$ cat src/rtl/dec2c_entry.sv
// Decimal key-entry front end: accumulates typed digits and a sign into a signed
// 8-bit two's-complement value, committed on enter.
module dec2c_entry #(
  parameter int MAX_DIGITS = 3
) (
  input  logic       clk,
  input  logic       rst_n,
  input  logic       digit_valid,
  input  logic [3:0] digit,
  output logic       digit_ready,
  input  logic       sign_toggle,
  input  logic       clear,
  input  logic       enter,
  output logic [7:0] mag,
  output logic       neg,
  output logic [1:0] ndigits,
  output logic [7:0] value,
  output logic       value_valid,
  output logic       err
);

  typedef enum logic [2:0] {
    S_IDLE,
    S_ENTRY,
    S_MUL,
    S_ADD,
    S_ERR
  } state_t;

  localparam logic [1:0] LP_MAX_DIGITS = 2'(MAX_DIGITS);

  state_t      r_state;
  state_t      w_nextState;

  logic [7:0]  r_mag;
  logic        r_neg;
  logic [1:0]  r_ndigits;
  logic [10:0] r_acc;
  logic [3:0]  r_digit;
  logic [7:0]  r_value;
  logic        r_valueValid;

  logic        w_entryState;
  logic        w_accept;
  logic        w_doMul;
  logic        w_loadSum;
  logic        w_toggle;
  logic        w_commit;
  logic        w_clearAll;
  logic [10:0] w_sum;

  assign w_entryState = (r_state == S_IDLE) || (r_state == S_ENTRY);
  assign w_sum        = r_acc + {7'd0, r_digit};

  always_ff @(posedge clk or negedge rst_n) begin
    if (!rst_n) begin
      r_state <= S_IDLE;
    end else begin
      r_state <= w_nextState;
    end
  end

  // Event priority while accepting input: clear > enter > digit > sign_toggle.
  always_comb begin
    w_nextState = r_state;
    w_accept    = 1'b0;
    w_doMul     = 1'b0;
    w_loadSum   = 1'b0;
    w_toggle    = 1'b0;
    w_commit    = 1'b0;
    w_clearAll  = 1'b0;
    case (r_state)
      S_IDLE, S_ENTRY: begin
        if (clear) begin
          w_clearAll  = 1'b1;
          w_nextState = S_IDLE;
        end else if (enter) begin
          if ((r_mag == 8'd128) && !r_neg) begin
            w_nextState = S_ERR;
          end else begin
            w_commit    = 1'b1;
            w_nextState = S_IDLE;
          end
        end else if (digit_valid) begin
          if ((digit > 4'd9) || (r_ndigits == LP_MAX_DIGITS)) begin
            w_nextState = S_ERR;
          end else begin
            w_accept    = 1'b1;
            w_nextState = S_MUL;
          end
        end else if (sign_toggle) begin
          w_toggle = 1'b1;
        end
      end
      S_MUL: begin
        if (clear) begin
          w_clearAll  = 1'b1;
          w_nextState = S_IDLE;
        end else begin
          w_doMul     = 1'b1;
          w_nextState = S_ADD;
        end
      end
      S_ADD: begin
        if (clear) begin
          w_clearAll  = 1'b1;
          w_nextState = S_IDLE;
        end else if (w_sum <= 11'd128) begin
          w_loadSum   = 1'b1;
          w_nextState = S_ENTRY;
        end else begin
          w_nextState = S_ERR;
        end
      end
      S_ERR: begin
        if (clear) begin
          w_clearAll  = 1'b1;
          w_nextState = S_IDLE;
        end
      end
      default: begin
        w_clearAll  = 1'b1;
        w_nextState = S_IDLE;
      end
    endcase
  end

  // mag*10 is formed as mag*8 + mag*2 so no multiplier is needed.
  always_ff @(posedge clk or negedge rst_n) begin
    if (!rst_n) begin
      r_mag        <= 8'd0;
      r_neg        <= 1'b0;
      r_ndigits    <= 2'd0;
      r_acc        <= 11'd0;
      r_digit      <= 4'd0;
      r_value      <= 8'd0;
      r_valueValid <= 1'b0;
    end else begin
      r_valueValid <= w_commit;
      if (w_clearAll) begin
        r_mag     <= 8'd0;
        r_neg     <= 1'b0;
        r_ndigits <= 2'd0;
        r_acc     <= 11'd0;
      end else if (w_commit) begin
        r_value   <= r_neg ? (~r_mag + 8'd1) : r_mag;
        r_mag     <= 8'd0;
        r_neg     <= 1'b0;
        r_ndigits <= 2'd0;
      end else begin
        if (w_accept) begin
          r_digit <= digit;
        end
        if (w_doMul) begin
          r_acc <= {r_mag, 3'b000} + {2'b00, r_mag, 1'b0};
        end
        if (w_loadSum) begin
          r_mag     <= w_sum[7:0];
          r_ndigits <= r_ndigits + 2'd1;
        end
        if (w_toggle) begin
          r_neg <= ~r_neg;
        end
      end
    end
  end

  assign digit_ready = w_entryState;
  assign mag         = r_mag;
  assign neg         = r_neg;
  assign ndigits     = r_ndigits;
  assign value       = r_value;
  assign value_valid = r_valueValid;
  assign err         = (r_state == S_ERR);

endmodule

$ cat config.mk
export PLATFORM = sky130hd
export DESIGN_NAME = dec2c_entry
export DESIGN_NICKNAME = d
export VERILOG_FILES = /design/src/rtl/dec2c_entry.sv
export SDC_FILE = /design/constraint.sdc
export NUM_CORES = 1
export LEC_CHECK = 0
export CORE_ASPECT_RATIO = 1.4
export CORE_UTILIZATION = 58
export CTS_CLUSTER_SIZE = 8
export DETAILED_ROUTE_END_ITERATION = 6
export GPL_TIMING_DRIVEN = 0
export PLACE_DENSITY_LB_ADDON = 0.15
export SLEW_MARGIN = 30
export SYNTH_ARGS = -nofsm -noshare
export SYNTH_HDL_FRONTEND = slang
export SYNTH_SLANG_ARGS = --single-unit
$ cat constraint.sdc
create_clock -name clk -period 6.41 [get_ports clk]
set_input_delay 1.282 -clock clk [delete_from_list [all_inputs] [get_ports clk]]
set_output_delay 1.282 -clock clk [all_outputs]
set_load 0.02 [all_outputs]
==> run summary, run 1 <==
Outcome: finished, final reports clean
Die area: 4033 sq um
Hold path depth: 2
Initial DRC Count: 41
Final period util: 50.07%
Critical Path Fanout Max: 10
Total congestion overflow: 0
VDD IR-drop max: 0.1671 mV
Buf/Inv on CP: 2
Worst skew pair latency: 0.29 ns
IO Pins: 32
Setup TNS: 0 ns
Cell area after synthesis: 2192 sq um
# DRC: 0
Synthesized instance count: 215
DRT Pass-1 Iters: 4
CTS Buf Count: 5
Routed wire length: 4566 um
Critical Path Max Stage Delay: 0.66 ns
Placed instance count: 289
Layout cells sized above 1: 10.67%
CTS root buffer: clkbuf_8
H-tree depth: 2
Critical path required time: 5.13 ns
Yosys warnings: 0
Reg2Reg Depth: 9
Hold_buf cts: 0
Seq/Total Area, Yosys: 42.24%
Post-CTS Setup Repair Bufs: 0
Area Growth Syn to Fin: 20.95%
Leak Pwr: 1.180 nW
CP max-delay cell: clkdlybuf4s50_1
Post-synth EDFFs: 0
Hold WC Path Type: reg2reg
Syn Area/Cell: 10.20 sq um
Async set-reset flop share out of synthesis: 100.0%
Ys flop type: dfrtp_1
Register area: 925.9 sq um
Multi-input logic area: 1184 sq um
Placeable Area: 3643 sq um
Hold_ws: 0.4761 ns
Top Usage Layer GRT: met2
Largest net degree at the start of global routing: 22
Yosys top cell by area: dfrtp_1
Synth area leaders: dfrtp_1 (42%), ha_1 (6.3%), xor2_1 (4.0%)
Row count: 26
Fin crit period: 3.210 ns
Pwr dens: 177.0 nW/um^2
Wirelength per Cell: 15.48 um
Vias in the first global route: 1,651
Vias per inst: 5.766
Critical-path cell list: clkbuf_1, nor3b_1, clkdlybuf4s50_1
CP Launch Type: flip-flop
Post-Layout Cell Count: 295
Final Setup Violations: 0
Vias: 1,701
Synth cell types: 50
Worst Hold Launch: value[6]
Final hold vios: 0
RSZ-0062 raised after global routing: false
Slew @ Worst Pin: 0.5370 ns
Antenna violations before repair: 0
M1 GR Usage: 33.55%
CTS Sinks: 37
Crit path capture type: primary output
CP Data Arrival Time: 1.93 ns
Clock Skews: 0.005008 ns
Slack of the worst reg-to-reg path: 3.56 ns
Yosys reg bits: 37
Post-synth top area share: 42.24%
Critical path's top delay family: buffers and inverters
Gp weighted congestion: 0.8321
Clock Tree Buf Depth: 2
Filler instances: 291
Post-DP HPWL: 3532 um
R2R Path Start: r_acc[1]
Clock-pin slew of the registers on the worst-case setup and hold paths: 0.07 ns
Slew headroom: 64.20%
CTS tree: done
WS Path Type: reg2out
WHS Endpoint: value[6]
Post-CTS resize count: 0
Die Ht: 74.74 um
Die width: 53.96 um
Antenna-violating nets left: 0
ANT cells: 0
Final core occ: 72.77%
Initial Utilization: 60.16%
Grt met3 use: 5.455%
Met2 GRT Util: 43.07%
Worst R2R End: mag[7]
MaxCap Viol Count: 0
Fmax: 311.6 MHz
IO buf count: 31
Gr usage total: 26.90%
First-pass GRT wire length: 7624 um
Total Nets Final: 277
Syn_nets: 238
Max-slew violations: 0
==> logic make-up (layout without fill, tap and decap cells) <==
group	count (synthesis)	count (layout)	share of synthesized area, %
simple gates	68	68	14.84
fa+ha+maj	13	13	8.105
buf+inv	18	56	3.767
flops	37	37	42.24
xor+xnor	18	18	7.192
mux	13	13	6.221
compound gates	48	48	17.64
==> where the power goes <==
part / internal [mW] / switching [mW] / total [mW]
clock: 0.0714 / 0.0770 / 0.148
combinational: 0.0306 / 0.0400 / 0.0707
sequential: 0.243 / 0.00695 / 0.250
==> cell type report <==
cell class,count,area share (%)
Clock inverter,1,0.1888
Clock buffer,5,2.596
Multi-Input combinational cell,160,44.64
Timing Repair Buffer,32,12.55
Tap cell,42,1.982
Inverter,8,1.133
Sequential cell,37,34.92
Buffer,10,1.982
==> cell usage in the layout (no fill, tap or decap), types with 2 or more instances in the layout <==
cell type,Yosys,layout
dfrtp_1,37,37
nor2_1,19,19
nand3_1,4,4
a21o_1,3,3
clkbuf_2,2,2
a211oi_2,2,2
clkdlybuf4s50_1,0,30
nand2b_1,3,3
o21ai_0,10,10
nor3_1,5,5
o21bai_1,2,2
and3_1,2,2
mux2_2,5,5
xor2_1,10,10
ha_1,11,11
or3_1,3,3
a22o_1,9,9
clkbuf_1,5,5
xnor2_1,8,8
nand4_1,2,2
a21oi_1,6,6
o31ai_1,2,2
inv_1,8,8
clkbuf_8,0,5
mux2i_1,8,8
nand2_1,22,22
buf_2,1,2
fa_1,2,2
==> tightest hold or removal path, cell delays in order (launching register included) <==
cell and delay [ns]:
dfrtp_1 0.34, nand2_1 0.04, o21ai_0 0.06
==> registers in the layout, indices dropped and copies added, names as in the netlist <==
register	cells
r_acc	10
value	8
r_state	3
r_digit	4
neg	1
mag	8
value_valid	1
ndigits	2
==> layer usage <==
layer	share of wire (%)	vias to the layer above	wire length, um
met5	0	-	0
met4	2.7	0	125
met3	4.8	12	220
met2	50	51	2298
met1	42	796	1921
li1	-	842	-
==> cell usage after synthesis, drive strengths merged, types with 7 or more instances <==
library cell and n:
clkbuf 7, dfrtp 37, ha 11, xnor2 8, nor2 19, mux2i 8
a22o 9, inv 8, xor2 10, a21oi 7, nand2 22, o21ai 11
==> how the worst max path moves through the flow <==
stage,from,to,slack (ns),cells after the start
2_1_floorplan,r_acc[1],mag[3],3.89,9
3_3_place_gp,clear,mag[7],3.21,6
3_5_place_dp,clear,mag[7],3.21,6
4_1_cts,r_state[2],err,3.18,3
5_1_grt,r_state[2],err,3.08,3
6_report,r_state[2],err,3.20,3
==> metrics by stage <==
step	setup WS, ns	power (mW)	instance area, sq um
floorplan	3.889	0.2956	2192
global placement	3.211	0.3222	2555
detailed placement	3.211	0.3260	2577
CTS	3.178	0.4756	2651
global route	3.075	0.4930	2651
finish	3.200	0.4694	2651
(Power assumes the default switching activity.)
==> inputs of run 2 (changes only) <==
- CORE_UTILIZATION: 58 -> 54
- clock period: 6.41 -> 3.2 ns (I/O delays scaled with it)
==> run 2 against run 1 <==
Compared with the run above:
- first-iteration DRC count fell by 7.3%
- die area rose by 7.2%
- combinational power rose by 99%
- sequential power rose by 100%
- global-route usage fell by 2.7 points
- routed wire length rose by 0.55%
- register-to-register slack got worse by 3.2 ns
- clock power rose by 120%
- non-clock buffer count did not move
- sequential share of layout area fell by 0.18 points
- sequential cell count did not move
- critical path depth rose by 6
- critical endpoint is now mag[7]
- largest cell class unchanged
==> run summary, run 2 (synthesis results as in run 1) <==
Outcome: finished, final reports clean
CP Launch Type: flip-flop
Wirelength per Cell: 15.46 um (-0.13%)
CP Data Arrival Time: 3.03 ns (+1.10 ns)
Initial DRC Count: 38 (-7.3%)
Critical Path Max Stage Delay: 0.48 ns (-0.18 ns)
Clock-pin slew of the registers on the worst-case setup and hold paths: 0.07 ns (about the same)
IO Pins: 32 (unchanged)
Max-slew violations: 0 (unchanged)
Vias in the first global route: 1,691 (+2.4%)
Worst skew pair latency: 0.29 ns (about the same)
Hold_buf cts: 0 (unchanged)
Routed wire length: 4591 um (+0.55%)
Total Nets Final: 277 (unchanged)
Met2 GRT Util: 40.84% (-2.2 points)
CTS Buf Count: 5 (unchanged)
H-tree depth: 2 (unchanged)
Row count: 27 (+3.8%)
Top Usage Layer GRT: met2
VDD IR-drop max: 0.3357 mV (+100%)
Final core occ: 68.01% (-4.8 points)
Post-CTS Setup Repair Bufs: 0 (unchanged)
Vias: 1,717 (+0.94%)
Commonest cells after routing, fill and taps aside: dfrtp_1 (37), clkdlybuf4s50_1 (30), nand2_1 (22)
Critical Path Fanout Max: 10 (unchanged)
Net Sw Frac: 25.85% (-0.56 points)
Post-CTS resize count: 0 (unchanged)
Filler instances: 329 (+13%)
Fin crit period: 2.870 ns
RSZ-0062 raised after global routing: false
Register area: 925.9 sq um (unchanged)
Area Growth Syn to Fin: 21.58%
Final period util: 89.68%
Placeable Area: 3919 sq um (+7.6%)
Fmax: 348.5 MHz
Final Setup Violations: 0 (unchanged)
Setup TNS: 0 ns (unchanged)
Reg2Reg Depth: 9 (unchanged)
Gp weighted congestion: 0.8619 (+3.6%)
Die Ht: 77.39 um (+3.5%)
DRT Pass-1 Iters: 4 (unchanged)
CTS Sinks: 37 (unchanged)
Hold WC Path Type: in2async
Vias per inst: 5.781 (+0.26%)
CTS tree: done
Multi-input logic area: 1184 sq um (unchanged)
Slew @ Worst Pin: 0.5569 ns (+0.01993 ns)
Sw Pwr: 0.2507 mW (+100%)
Crit path capture type: flip-flop
Layout cells sized above 1: 10.63% (-0.042 points)
CP max-delay cell: a221oi_4
Reg with most FFs: r_acc
Gr usage total: 24.18% (-2.7 points)
Die area: 4322 sq um (+7.2%)
Largest net degree at the start of global routing: 22 (unchanged)
Max reg flops: 10 (unchanged)
Leading cell type in the layout, fill and taps excluded: dfrtp_1
Worst R2R End: mag[7]
Critical-path cell list: ha_1, fa_1, a21oi_1, or3_1, o2111ai_2, a221oi_4, buf_6, mux2i_1, nor2_1
WS Path Type: reg2reg
Antenna violations before repair: 0 (unchanged)
Clock Skews: 0.005555 ns (+0.0005465 ns)
Antenna-violating nets left: 0 (unchanged)
Clock Tree Buf Depth: 2 (unchanged)
First-pass GRT wire length: 8010 um (+5.1%)
Slack of the worst reg-to-reg path: 0.33 ns (-3.23 ns)
R2R Path Start: r_acc[1]
Post-DP HPWL: 3514 um (-0.50%)
Leak Pwr: 1.184 nW (+0.38%)
Initial Utilization: 55.94% (-4.2 points)
Grt met3 use: 5.833% (+0.38 points)
IO buf count: 31 (unchanged)
Die width: 55.85 um (+3.5%)
Worst Setup SP: r_acc[1]
Critical path required time: 3.36 ns (-1.77 ns)
MaxCap Viol Count: 0 (unchanged)
Combinational Power Share: 14.5% (-0.6 points)
ANT cells: 0 (unchanged)
M1 GR Usage: 29.82% (-3.7 points)
Register share of total power: 51.8% (-1.5 points)
Pwr dens: 363.9 nW/um^2 (+110%)
Slew headroom: 62.28% (-1.9 points)
Total congestion overflow: 0 (unchanged)
Final hold vios: 0 (unchanged)
P_int: 0.7191 mW (+110%)
CTS root buffer: clkbuf_8
Clock power share: 33.7% (+2.1 points)
# DRC: 0 (unchanged)
-- run 2: cell types whose count changed in the layout (fill, tap and decap cells not counted), sizes merged --
cell,previous run,this run
clkinv,1,0
clkbuf,12,14
-- run 2: worst max-delay path, delay by kind of cell, from the launching register on --
family	cells	cell delay (ns)
multiplexers	1	0.19
AO/OA/AOI/OAI	3	1.03
buffers and inverters	1	0.23
adder cells (fa/ha/maj)	2	0.65
flip-flops	1	0.38
AND/OR/NAND/NOR	2	0.26
-- run 2: through the flow --
step | instance area (sq um) | cells | power (mW) | worst slack [ns] | hold WS (ns)
finish | 2665 | 297 | 0.9698 | 0.3303 | 0.2832
CTS | 2665 | 297 | 0.9797 | 0.3209 | 0.2908
global route | 2665 | 297 | 1.021 | 0.1256 | 0.2985
global placement | 2556 | 289 | 0.6446 | 0.3572 | 0.4590
floorplan | 2192 | 215 | 0.5921 | 0.6791 | 0.3444
detailed placement | 2579 | 290 | 0.6530 | 0.3590 | 0.4692
-- run 2: how the worst max path moves through the flow --
stage                   to  slack, ns
floorplan           mag[3]       0.68
global placement    mag[7]       0.36
detailed placement  mag[7]       0.36
CTS                 mag[7]       0.32
global route        mag[2]       0.13
finish              mag[7]       0.33
-- run 2: cell type report --
cell class	count	area share [%]
Sequential cell	37	34.74
Buffer	10	1.972
Multi-Input combinational cell	160	44.41
Clock buffer	7	3.239
Tap cell	43	2.019
Inverter	8	1.127
Timing Repair Buffer	32	12.49
-- run 2: per-layer routing --
metal / routed length, um / share of wire [%] / up-vias
li1: - / - / 839
met1: 1956 / 43 / 835
met2: 2357 / 51 / 35
met3: 168 / 3.7 / 8
met4: 108 / 2.4 / 0
met5: 0 / 0 / -
-- run 2: power by group through the flow --
stage	clock network, mW	registers (mW)	logic (mW)
final	0.327	0.502	0.141
after global routing	0.360	0.504	0.156
after CTS	0.336	0.502	0.142
after detailed placement	0	0.511	0.142
after global placement	0	0.509	0.135
after floorplan	0	0.509	0.0834
